### src/rtl/if_fetch_unit_pkg.sv
// Shared constants, state encodings and types for the openmips instruction-fetch front end.
package if_fetch_unit_pkg;

  localparam logic RstEnable  = 1'b0;
  localparam logic RstDisable = 1'b1;

  localparam int InstAddrBus = 32;
  localparam int InstBus     = 32;

  localparam logic [InstBus-1:0] ZeroWord = '0;

  localparam logic [1:0] IF_IDLE  = 2'd0;
  localparam logic [1:0] IF_FETCH = 2'd1;
  localparam logic [1:0] IF_HOLD  = 2'd2;

  typedef struct packed {
    logic                   valid;
    logic [InstAddrBus-1:0] pc;
    logic [InstBus-1:0]     inst;
  } fetch_word_t;

  // Instruction addresses are always word aligned; low two bits are dropped.
  function automatic logic [InstAddrBus-1:0] word_align(input logic [InstAddrBus-1:0] addr);
    return {addr[InstAddrBus-1:2], 2'b00};
  endfunction

endpackage

### src/rtl/if_fetch_unit_if_id_reg.sv
// IF/ID pipeline register: flush/bubble clear it, load captures a word, otherwise it holds.
module if_id_reg
  import if_fetch_unit_pkg::*;
(
  input  logic                   clk,
  input  logic                   rst,
  input  logic                   flush,
  input  logic                   load,
  input  logic                   bubble,
  input  logic [InstAddrBus-1:0] in_pc,
  input  logic [InstBus-1:0]     in_inst,
  output logic [InstAddrBus-1:0] id_pc,
  output logic [InstBus-1:0]     id_inst,
  output logic                   id_valid
);

  fetch_word_t ifid_d, ifid_q;

  always_comb begin
    ifid_d = ifid_q;
    if (flush || bubble) begin
      ifid_d = '0;
    end else if (load) begin
      ifid_d.valid = 1'b1;
      ifid_d.pc    = in_pc;
      ifid_d.inst  = in_inst;
    end
  end

  always_ff @(posedge clk) begin
    if (rst == RstEnable) ifid_q <= '0;
    else                  ifid_q <= ifid_d;
  end

  assign id_pc    = ifid_q.pc;
  assign id_inst  = ifid_q.inst;
  assign id_valid = ifid_q.valid;

endmodule

### src/rtl/if_fetch_unit.sv
// Fetch front end: owns the PC, runs the ROM request/ack handshake, buffers one word
// across decode stalls and applies delayed branches and flushes.
module if_fetch_unit
  import if_fetch_unit_pkg::*;
#(
  parameter logic [InstAddrBus-1:0] RESET_PC = 32'h0000_0000,
  parameter int                     PC_INC   = 4
) (
  input  logic                   clk,
  input  logic                   rst,
  input  logic                   stall_id,
  input  logic                   branch_flag,
  input  logic [InstAddrBus-1:0] branch_target,
  input  logic                   flush,
  input  logic [InstAddrBus-1:0] flush_pc,
  output logic                   rom_ce,
  output logic [InstAddrBus-1:0] rom_addr,
  input  logic                   rom_ack,
  input  logic [InstBus-1:0]     rom_data,
  output logic [InstAddrBus-1:0] id_pc,
  output logic [InstBus-1:0]     id_inst,
  output logic                   id_valid
);

  logic [1:0]             state_d, state_q;
  logic [InstAddrBus-1:0] pc_d, pc_q;
  fetch_word_t            hold_d, hold_q;
  logic                   br_pend_d, br_pend_q;
  logic [InstAddrBus-1:0] br_tgt_d, br_tgt_q;

  logic                   ifid_load, ifid_bubble, ifid_flush;
  logic [InstAddrBus-1:0] ifid_pc;
  logic [InstBus-1:0]     ifid_inst;
  logic [InstAddrBus-1:0] next_pc;

  assign rom_ce   = (state_q == IF_FETCH);
  assign rom_addr = rom_ce ? pc_q : ZeroWord;

  // A branch seen this cycle supersedes any older pending target.
  assign next_pc = branch_flag ? word_align(branch_target) :
                   br_pend_q   ? word_align(br_tgt_q) :
                                 pc_q + InstAddrBus'(PC_INC);

  always_comb begin
    state_d     = state_q;
    pc_d        = pc_q;
    hold_d      = hold_q;
    br_pend_d   = br_pend_q;
    br_tgt_d    = br_tgt_q;
    ifid_load   = 1'b0;
    ifid_bubble = 1'b0;
    ifid_flush  = 1'b0;
    ifid_pc     = pc_q;
    ifid_inst   = rom_data;

    if (flush) begin
      ifid_flush = 1'b1;
      hold_d     = '0;
      br_pend_d  = 1'b0;
      pc_d       = word_align(flush_pc);
      state_d    = IF_IDLE;
    end else begin
      if (branch_flag) begin
        br_pend_d = 1'b1;
        br_tgt_d  = branch_target;
      end
      case (state_q)
        IF_IDLE: state_d = IF_FETCH;
        IF_FETCH: begin
          if (rom_ack) begin
            pc_d      = next_pc;
            br_pend_d = 1'b0;
            if (!stall_id) begin
              ifid_load = 1'b1;
            end else begin
              hold_d.valid = 1'b1;
              hold_d.pc    = pc_q;
              hold_d.inst  = rom_data;
              state_d      = IF_HOLD;
            end
          end else if (!stall_id) begin
            ifid_bubble = 1'b1;
          end
        end
        IF_HOLD: begin
          if (!stall_id) begin
            ifid_load   = hold_q.valid;
            ifid_bubble = !hold_q.valid;
            ifid_pc     = hold_q.pc;
            ifid_inst   = hold_q.inst;
            hold_d      = '0;
            state_d     = IF_FETCH;
          end
        end
        default: state_d = IF_IDLE;
      endcase
    end
  end

  always_ff @(posedge clk) begin
    if (rst == RstEnable) begin
      state_q   <= IF_IDLE;
      pc_q      <= RESET_PC;
      hold_q    <= '0;
      br_pend_q <= 1'b0;
      br_tgt_q  <= ZeroWord;
    end else begin
      state_q   <= state_d;
      pc_q      <= pc_d;
      hold_q    <= hold_d;
      br_pend_q <= br_pend_d;
      br_tgt_q  <= br_tgt_d;
    end
  end

  if_id_reg u_if_id_reg (
    .clk      (clk),
    .rst      (rst),
    .flush    (ifid_flush),
    .load     (ifid_load),
    .bubble   (ifid_bubble),
    .in_pc    (ifid_pc),
    .in_inst  (ifid_inst),
    .id_pc    (id_pc),
    .id_inst  (id_inst),
    .id_valid (id_valid)
  );

endmodule

### config.mk
export PLATFORM = sky130hd
export DESIGN_NAME = if_fetch_unit
export DESIGN_NICKNAME = d
export VERILOG_FILES = /design/src/rtl/if_fetch_unit_pkg.sv /design/src/rtl/if_fetch_unit_if_id_reg.sv /design/src/rtl/if_fetch_unit.sv
export SDC_FILE = /design/constraint.sdc
export NUM_CORES = 1
export LEC_CHECK = 0
export BUFFER_PORTS_ARGS = -buffer_cell sky130_fd_sc_hd__buf_2
export CAP_MARGIN = 20
export CELL_PAD_IN_SITES_DETAIL_PLACEMENT = 0
export CELL_PAD_IN_SITES_GLOBAL_PLACEMENT = 1
export CORE_MARGIN = 10
export CORE_UTILIZATION = 40
export CTS_BUF_LIST = sky130_fd_sc_hd__clkbuf_16
export DETAILED_ROUTE_END_ITERATION = 8
export GPL_ROUTABILITY_DRIVEN = 0
export PLACE_DENSITY_LB_ADDON = 0.2
export SLEW_MARGIN = 30
export SYNTH_ARGS = -nofsm -noshare
export SYNTH_HDL_FRONTEND = slang
export SYNTH_SLANG_ARGS = --single-unit
### constraint.sdc
create_clock -name clk -period 4 [get_ports clk]
set_input_delay 0.6 -clock clk [delete_from_list [all_inputs] [get_ports clk]]
set_output_delay 0.6 -clock clk [all_outputs]
set_load 0.05 [all_outputs]
==> run_results.csv <==
group,metric,value,unit
run_status,status,"complete, no violations",
worst_setup_path,critical_path_required,3.40,ns
detailed_routing,detail-route-antenna-nets,0,
placed_design,hpwl,19.2,mm
clock_network,cts_setup_buffers,0,
sta,rsz0062_at_grt,"no",
logic_synthesis,ys.flop_type,"dfxtp_1",
logic_synthesis,synth_top_area_share,42.4,%
logic_synthesis,synth_cell_type_count,50,
pwr,clockPowerShare,40.9,%
clock_network,numCtsBuffers,17,
logic_synthesis,netlist_instances,1104,
sta,slew_viol_final,0,
clock_network,hold_buffers,0,
pwr,power.share.switching,28.4,%
pwr,internal-power,2.96,mW
logic_synthesis,synth_edf_count,0,
floorplan,rows,55,
global_route,grt_pass1_wl,44.6,mm
pwr,power.density,381,mW/mm2
logic_synthesis,ys_top_cells_by_area,"dfxtp_1, mux2i_1, nor2_1",
logic_synthesis,syn_area_per_cell,8.33,um2
clock_network,htree_levels,4,
sta,worst_slew_pin_slew,0.889,ns
floorplan,die_x,172,um
pwr,peakVddDrop,0.203,mV
pwr,power_switching,1.18,mW
clock_network,clk_path_buf_depth,2,
finish,seq_area,0.00390,mm2
sta,finalSetupTns,0,ns
floorplan,io_pins,200,
pwr,total_power,4.14,mW
clock_network,insertion_delay,0.43,ns
detailed_routing,firstDrtPassIters,7,
logic_synthesis,synth_largest_area_cell,"dfxtp_1",
logic_synthesis,syn_nets,1210,
worst_hold_path,hold_path_class,"input pin to flop",
logic_synthesis,yosys-top-cells-count,"dfxtp_1, nor2_1, nand2_1, a21oi_1, a211oi_1",
detailed_routing,drc,0,
logic_synthesis,syn_area,0.00920,mm2
detailed_routing,num_vias,8291,
worst_setup_path,critPathCaptureType,"output pin",
global_route,grt_pass1_vias,7882,
worst_setup_path,start_kind,"flop",
clock_network,cts_resized,0,
global_route,track_usage,18.9,%
global_route,grt_max_degree,130,
placed_design,pre_cts_ws,1.36,ns
clock_network,cts_sinks,195,
sta,setup_viol,0,
sta,hold_viol,0,
logic_synthesis,ys_seq_area_share,42.4,%
detailed_routing,wl,28.6,mm
floorplan,die_h,172,um
pwr,seq_power_share,49.4,%
clock_network,cts_root_buf,"clkbuf_16",
pwr,comb_power_share,9.7,%
worst_setup_path,crit_type,"flop to output pin",
logic_synthesis,ys_warn_count,0,
detailed_routing,initialDrtViolationCount,677,
sta,min_period,2.84,ns
finish,antenna_cells,0,
sta,fin_skew,0.0184,ns
run,cap_violations,0,
floorplan,core_area,0.0226,mm2
detailed_routing,avgRoutedWirePerCell,18.7,um
worst_setup_path,crit_arrival,2.24,ns
floorplan,die-area,0.0295,mm2
worst_setup_path,r2r_setup_slack,1.36,ns
clock_network,clk_pin_slew,0.08,ns
finish,multi_input_area,0.00479,mm2
detailed_routing,viasPerCell,5.44,
sta,timing.fmax,0.353,GHz
finish,area_growth,18.0,%
logic_synthesis,synth_most_common_cell,"dfxtp_1",
finish,nets,1333,
placed_design,port_buffers,195,
worst_setup_path,cp_max_fo,22,
logic_synthesis,async_reset_ff_share,0,%
sta,post-route-period-util,70.9,%
logic_synthesis,ys_ff_latch,195,
pwr,p_leak,3.98,nW
sta,slew_headroom,40.7,%
finish,n_fill_cell,2340,
sta,fin_ws,1.16,ns
clock_network,cts_tree,"done",
finish,drive_gt1_share,21.5,%
global_route,antenna_found_initial,0,
global_route,grt-ovfl-total,0,
floorplan,initial_core_util,40.6,%
[critical path, cell delays in order (launching register included)]
cell	delay (ns)
dfxtp_1	0.32
inv_1	0.09
ha_1	0.60
buf_4	0.33
and2_1	0.19
buf_2	0.28
[power groups by stage]
stage	Clock (mW)	Combinational (mW)	Sequential, mW
2_1_floorplan	0	0.277	2.05
3_3_place_gp	0	0.397	2.09
3_5_place_dp	0	0.403	2.09
4_1_cts	1.75	0.405	2.04
5_1_grt	1.81	0.444	2.05
6_report	1.69	0.403	2.04
[placed cells by master (no fill, tap or decap), types with 17 or more instances in the layout]
| cell | n |
|---|---|
| clkbuf_16 | 17 |
| a22oi_1 | 67 |
| o21ai_0 | 32 |
| a21oi_1 | 83 |
| a211oi_1 | 78 |
| and2_1 | 36 |
| buf_4 | 19 |
| buf_2 | 195 |
| dfxtp_1 | 195 |
| nand2_1 | 100 |
| nand3_1 | 32 |
| nor2_1 | 163 |
| mux2i_1 | 65 |
[routing by layer]
layer  up-vias  track usage [%]  wire [um]
met4         0             5.52        456
met1      3844             26.4      13500
li1       4183                -          -
met5         -                0          0
met3        28             3.71       1780
met2       236             28.8      12800
[through the flow]
step	area (um2)	hold slack, ns	util, %	cells
floorplan	9200	0.431	-	1104
global placement	10200	0.438	45.2	1492
detailed placement	10300	0.443	45.3	1493
CTS	10900	0.393	47.9	1525
global route	10900	0.404	47.9	1525
finish	10900	0.409	47.9	1525
[kinds of logic after synthesis]
family,count (synthesis),synth area share (%)
buf+inv,124,5.96
mux,65,7.07
simple gates,389,20.1
compound gates,307,22.0
xor+xnor,20,1.90
flops,195,42.4
fa+ha+maj,4,0.544
[path summary, 6_finish.rpt]
path	startpoint	end	cells past startpoint
max reg2reg	state_q[1]$_SDFFE_PP0P_	hold_q[5]$_SDFFE_PP0P_	7
max	state_q[1]$_SDFFE_PP0P_	rom_addr[17]	5
min	flush_pc[2]	pc_q[2]$_SDFFE_PN0P_	3
min reg2reg	br_tgt_q[2]$_SDFFE_PN0P_	br_tgt_q[2]$_SDFFE_PN0P_	2
[sequential cells by signal (all words and copies together) (netlist names)]
register              flops
hold_q                   65
u_if_id_reg.id_inst      32
u_if_id_reg.id_pc        32
br_pend_q                 1
br_tgt_q                 30
u_if_id_reg.id_valid      1
state_q                   2
pc_q                     32
[cell type report]
type / instances / area share, %
clock inverter: 15 / 1.56
multi-input combinational: 785 / 44.1
clock buffer: 17 / 3.92
tap: 285 / 3.29
inverter: 12 / 0.415
sequential: 195 / 36.0
timing repair buffer: 216 / 10.7
Note: power is estimated with default switching activity, not from simulation.
